==> config.mk <==
export PLATFORM = sky130hd
export DESIGN_NAME = rotate_amount_finder
export DESIGN_NICKNAME = d
export VERILOG_FILES = /design/src/rtl/rotate_amount_finder.sv
export SDC_FILE = /design/constraint.sdc
export NUM_CORES = 1
export LEC_CHECK = 0
export CAP_MARGIN = 20
export CORE_ASPECT_RATIO = 0.6
export CORE_MARGIN = 2
export CORE_UTILIZATION = 50
export CTS_CLUSTER_DIAMETER = 200
export CTS_CLUSTER_SIZE = 28
export DETAILED_ROUTE_END_ITERATION = 8
export PLACE_DENSITY = 0.83
export REMOVE_ABC_BUFFERS = 1
export SLEW_MARGIN = 30
export SYNTH_ARGS = -nofsm -noshare
export SYNTH_HDL_FRONTEND = slang
export SYNTH_SLANG_ARGS = --single-unit
==> constraint.sdc <==
create_clock -name clk -period 3.58 [get_ports clk]
set_input_delay 0.716 -clock clk [delete_from_list [all_inputs] [get_ports clk]]
set_output_delay 0.716 -clock clk [all_outputs]
set_load 0.01 [all_outputs]
==> src/rtl/rotate_amount_finder.sv <==
// rotate_amount_finder
//   Sequential inverse of the 32-bit barrel rotator. Given the original word
//   and a rotated word, it walks the candidate amounts 0..WIDTH-1, one per
//   clock, and reports the smallest amount that reproduces the rotated word.
//
// Ports
//   clk        rising-edge clock
//   rst        synchronous active-high reset
//   start      request a search (sampled only in IDLE)
//   direction  1 = right rotate, 0 = left rotate (captured on start)
//   ref_word   original word (captured on start)
//   rot_word   rotated word to match (captured on start)
//   busy       high while searching
//   done       one-cycle pulse when found/shift_amt are valid
//   found      1 = a matching amount exists
//   shift_amt  smallest matching amount, 0 when found=0
module rotate_amount_finder #(
   parameter  int WIDTH   = 32,
   localparam int SHIFT_W = $clog2(WIDTH)
) (
   input  logic               clk,
   input  logic               rst,
   input  logic               start,
   input  logic               direction,
   input  logic [WIDTH-1:0]   ref_word,
   input  logic [WIDTH-1:0]   rot_word,
   output logic               busy,
   output logic               done,
   output logic               found,
   output logic [SHIFT_W-1:0] shift_amt
);

   typedef enum logic [1:0] {
      IDLE   = 2'd0,
      SEARCH = 2'd1,
      DONE   = 2'd2
   } state_t;

   state_t               state;
   logic [SHIFT_W-1:0]   k;
   logic [WIDTH-1:0]     ref_cap;
   logic [WIDTH-1:0]     rot_cap;
   logic                 dir_cap;

   // Rotation built from a doubled word: shifting {x,x} never needs a
   // WIDTH-k shift, so k=0 yields x exactly with no out-of-range artefacts.
   logic [2*WIDTH-1:0]   dbl;
   logic [2*WIDTH-1:0]   dbl_l;
   logic [2*WIDTH-1:0]   dbl_r;
   logic [WIDTH-1:0]     cand;
   logic                 hit;
   logic                 last_k;

   always_comb begin
      dbl    = {ref_cap, ref_cap};
      dbl_l  = dbl << k;
      dbl_r  = dbl >> k;
      cand   = dir_cap ? dbl_r[WIDTH-1:0] : dbl_l[2*WIDTH-1:WIDTH];
      hit    = (cand == rot_cap);
      last_k = (k == SHIFT_W'(WIDTH-1));
   end

   always_ff @(posedge clk) begin
      if (rst) begin
         state     <= IDLE;
         k         <= '0;
         ref_cap   <= '0;
         rot_cap   <= '0;
         dir_cap   <= 1'b0;
         busy      <= 1'b0;
         done      <= 1'b0;
         found     <= 1'b0;
         shift_amt <= '0;
      end else begin
         case (state)
            IDLE: begin
               done <= 1'b0;
               if (start) begin
                  ref_cap <= ref_word;
                  rot_cap <= rot_word;
                  dir_cap <= direction;
                  k       <= '0;
                  busy    <= 1'b1;
                  state   <= SEARCH;
               end
            end
            SEARCH: begin
               // Ascending k guarantees the first hit is the smallest amount,
               // which matters for periodic words.
               if (hit) begin
                  found     <= 1'b1;
                  shift_amt <= k;
                  busy      <= 1'b0;
                  done      <= 1'b1;
                  state     <= DONE;
               end else if (last_k) begin
                  found     <= 1'b0;
                  shift_amt <= '0;
                  busy      <= 1'b0;
                  done      <= 1'b1;
                  state     <= DONE;
               end else begin
                  k <= k + 1'b1;
               end
            end
            DONE: begin
               // start is deliberately not sampled here.
               done  <= 1'b0;
               state <= IDLE;
            end
            default: begin
               busy  <= 1'b0;
               done  <= 1'b0;
               state <= IDLE;
            end
         endcase
      end
   end

endmodule
==> metrics.yaml <==
global_routing:
  grt-ovfl-total: 0
  grt_pass1_vias: 8159
  grt_first_pass_wirelength_mm: 48.9
  antenna_found_initial: 0
  grt_max_degree: 45
  groute.usage.overall: 0.382
pwr:
  fin_total_pwr_mw: 3.26
  ir_drop_mv: 0.213
  leakage_nw: 4.16
  power_density_nw_per_um2: 298
setup_path:
  critPathLaunchType: "flip-flop"
  critPathMaxFanout: 6
  critPathKind: "flip-flop to flip-flop"
  end_kind: "flip-flop"
  worstPathArrival_ns: 4.41
  critPathRequiredTime_ns: 3.80
place:
  hpwlAfterDp_mm: 24.5
  place_area_um2: 10000
  port_buffers: 75
  place_inst: 1337
  gp_congestion: 1.09
route:
  drt.antenna.violating_nets: 0
  vias: 9155
  dr.pass1.iters: 5
  first_iter_violations: 1274
  vias_per_cell: 6.61
  wl_per_cell_um: 24.0
  routed_wl_mm: 33.2
  drc_errors: 0
sta:
  finalClockSkew_ns: 0.0109
  finalHoldViolCount: 0
  period_minus_slack_ns: 4.19
  maxSlewViolCount: 0
  fmax_ghz: 0.238
  fin_ws_ns: -0.613
  rsz0062_at_grt: "yes"
  slew-limit-headroom: 0.418
  timing.hold.ws_ns: 0.475
  setup_viol: 15
  max_slew.worst_pin.slew_ns: 0.871
  period_share: 1.17
logic_synthesis:
  synthCells: 955
  synth-edff-count: 0
  synth.avg_cell_area_um2: 8.23
  async_reset_ff_frac: 0
  ys_ff_latch: 80
  synth_ff_type: "dfxtp_1"
  synth_area_um2: 7860
  synth_cell_types: 73
  seq_area_frac_synth: 0.204
  ys_warn_count: 0
die:
  initial_utilization: 0.511
  core_um2: 15400
  die_h_um: 101
  boundaryPins: 76
  dieArea_um2: 16800
  die-width_um: 166
  fp-row-count: 35
run_status:
  violations: "setup timing"
  status: "finished, violations left"
clocking:
  path_clk_slew_ns: 0.08
  htree_levels: 3
  clock_latency_ns: 0.36
  cts_sinks: 80
  clockBufferDepth: 2
  tritoncts: "done"
  cts_root_buffer: "clkbuf_16"
  numCtsBuffers: 9
min_path:
  hold_class: "flip-flop to flip-flop"
final_layout:
  drive_gt1_frac: 0.345
  final_cell_area_um2: 11000
  final_core_util: 0.714
  layout.cells.non_filler: 1384
  area_growth_pct: 39.6
  nets: 1246
  diodes: 0
run:
  drv_cap: 0
==> logic make-up (layout without fill, tap and decap cells) <==
logic type / after synthesis / in the layout / synth area share
AND/OR/NAND/NOR: 380 / 380 / 0.235
AO/OA/AOI/OAI: 224 / 224 / 0.192
multiplexers: 138 / 138 / 0.277
buffers and inverters: 112 / 338 / 0.0669
flip-flops: 80 / 80 / 0.204
XOR/XNOR: 19 / 19 / 0.0212
adder cells (fa/ha/maj): 2 / 2 / 0.00318
==> placed cells by master, fill, tap and decap left out, types with 13 or more instances in the layout <==
cell type          n
a21oi_1           80
o22ai_1           13
dfxtp_1           78
nor2_1            30
mux2i_1           53
mux2_2            13
nand3_1           34
mux4_2            62
nand2b_1          30
nor3_1            14
buf_4            217
clkdlybuf4s50_1   74
nand2_1          181
==> worst max-delay path, cell delays in order, from the launching register on <==
cell	delay (ns)
dfxtp_4	0.46
buf_12	0.15
mux4_2	0.54
mux2_4	0.31
a22o_1	0.21
mux4_2	0.47
xor2_1	0.16
nor4_2	0.16
o31ai_1	0.12
or4_4	0.48
o41a_1	0.57
buf_6	0.19
o21ai_2	0.12
a21oi_1	0.10
==> layer usage <==
layer / vias up / part of all wire / GRT usage
met5: - / 0 / 0
met4: 0 / 0.031 / 0.0890
met3: 110 / 0.14 / 0.122
met2: 694 / 0.40 / 0.562
li1: 4012 / - / -
met1: 4339 / 0.43 / 0.548
==> synthesized netlist by cell type (8+ instances only) <==
cell type / n / share of area
and2_1: 10 / 0.0080
nor2b_1: 10 / 0.0080
or2_2: 9 / 0.0072
nand2_1: 184 / 0.088
a31oi_1: 11 / 0.0088
xor2_1: 9 / 0.010
xnor2_1: 10 / 0.011
nand2b_1: 30 / 0.024
buf_2: 9 / 0.0057
o21ai_0: 9 / 0.0057
and3_1: 8 / 0.0064
nor2_1: 31 / 0.015
o22ai_1: 14 / 0.011
mux4_2: 62 / 0.18
dfxtp_1: 80 / 0.20
nand4_1: 8 / 0.0064
clkbuf_1: 69 / 0.033
nor3_1: 15 / 0.0096
mux2i_1: 58 / 0.074
nand3_1: 39 / 0.025
a32oi_1: 8 / 0.0089
mux2_2: 16 / 0.023
a21oi_1: 85 / 0.054
a22oi_1: 16 / 0.015
a22o_1: 9 / 0.010
buf_6: 9 / 0.013
buf_1: 9 / 0.0043
==> final timing paths <==
check | from | endpoint | slack (ns) | depth (start not counted)
setup reg to reg | k[1] | shift_amt[1] | -0.61 | 13
hold reg to reg | rot_cap[15] | rot_cap[15] | 0.48 | 2
setup / recovery | k[1] | shift_amt[1] | -0.61 | 13
hold / removal | rot_cap[15] | rot_cap[15] | 0.48 | 2
==> power breakdown <==
part	switching, mW	total [mW]	internal, mW
combinational	0.607	1.20	0.597
sequential	0.0915	1.03	0.936
clock	0.482	1.03	0.552
total	1.18	3.26	2.08
==> final cells by class <==
cell class	instances	area, um2
well taps	203	254
flip-flops and latches	80	1610
inverters	9	33.8
clock inverters	7	80.1
multi-input cells	763	6030
repair buffers	313	2740
clock buffers	9	225
fillers	1181	4400
==> metrics by stage <==
stage                     setup slack, ns  TNS (ns)
after global routing               -0.683     -8.51
after floorplan                     -3.22    -45.17
after CTS                          -0.412     -5.02
after global placement             -0.715     -9.76
after detailed placement           -0.756    -10.29
final                              -0.613     -7.72
==> registers in the layout, summed over array words and instances (netlist names) <==
signal / flops
ref_cap: 32
rot_cap: 32
k: 5
shift_amt: 5
state: 2
busy: 1
dir_cap: 1
done: 1
found: 1
==> what timing repair did <==
action,in CTS,in global routing
setup buffers,10,19
hold buffers,0,0
setup endpoints to repair,15,15
pin swaps,2,18
resized for setup,22,49
cloned,1,1
No activity file was read; power rests on OpenSTA's default activity.
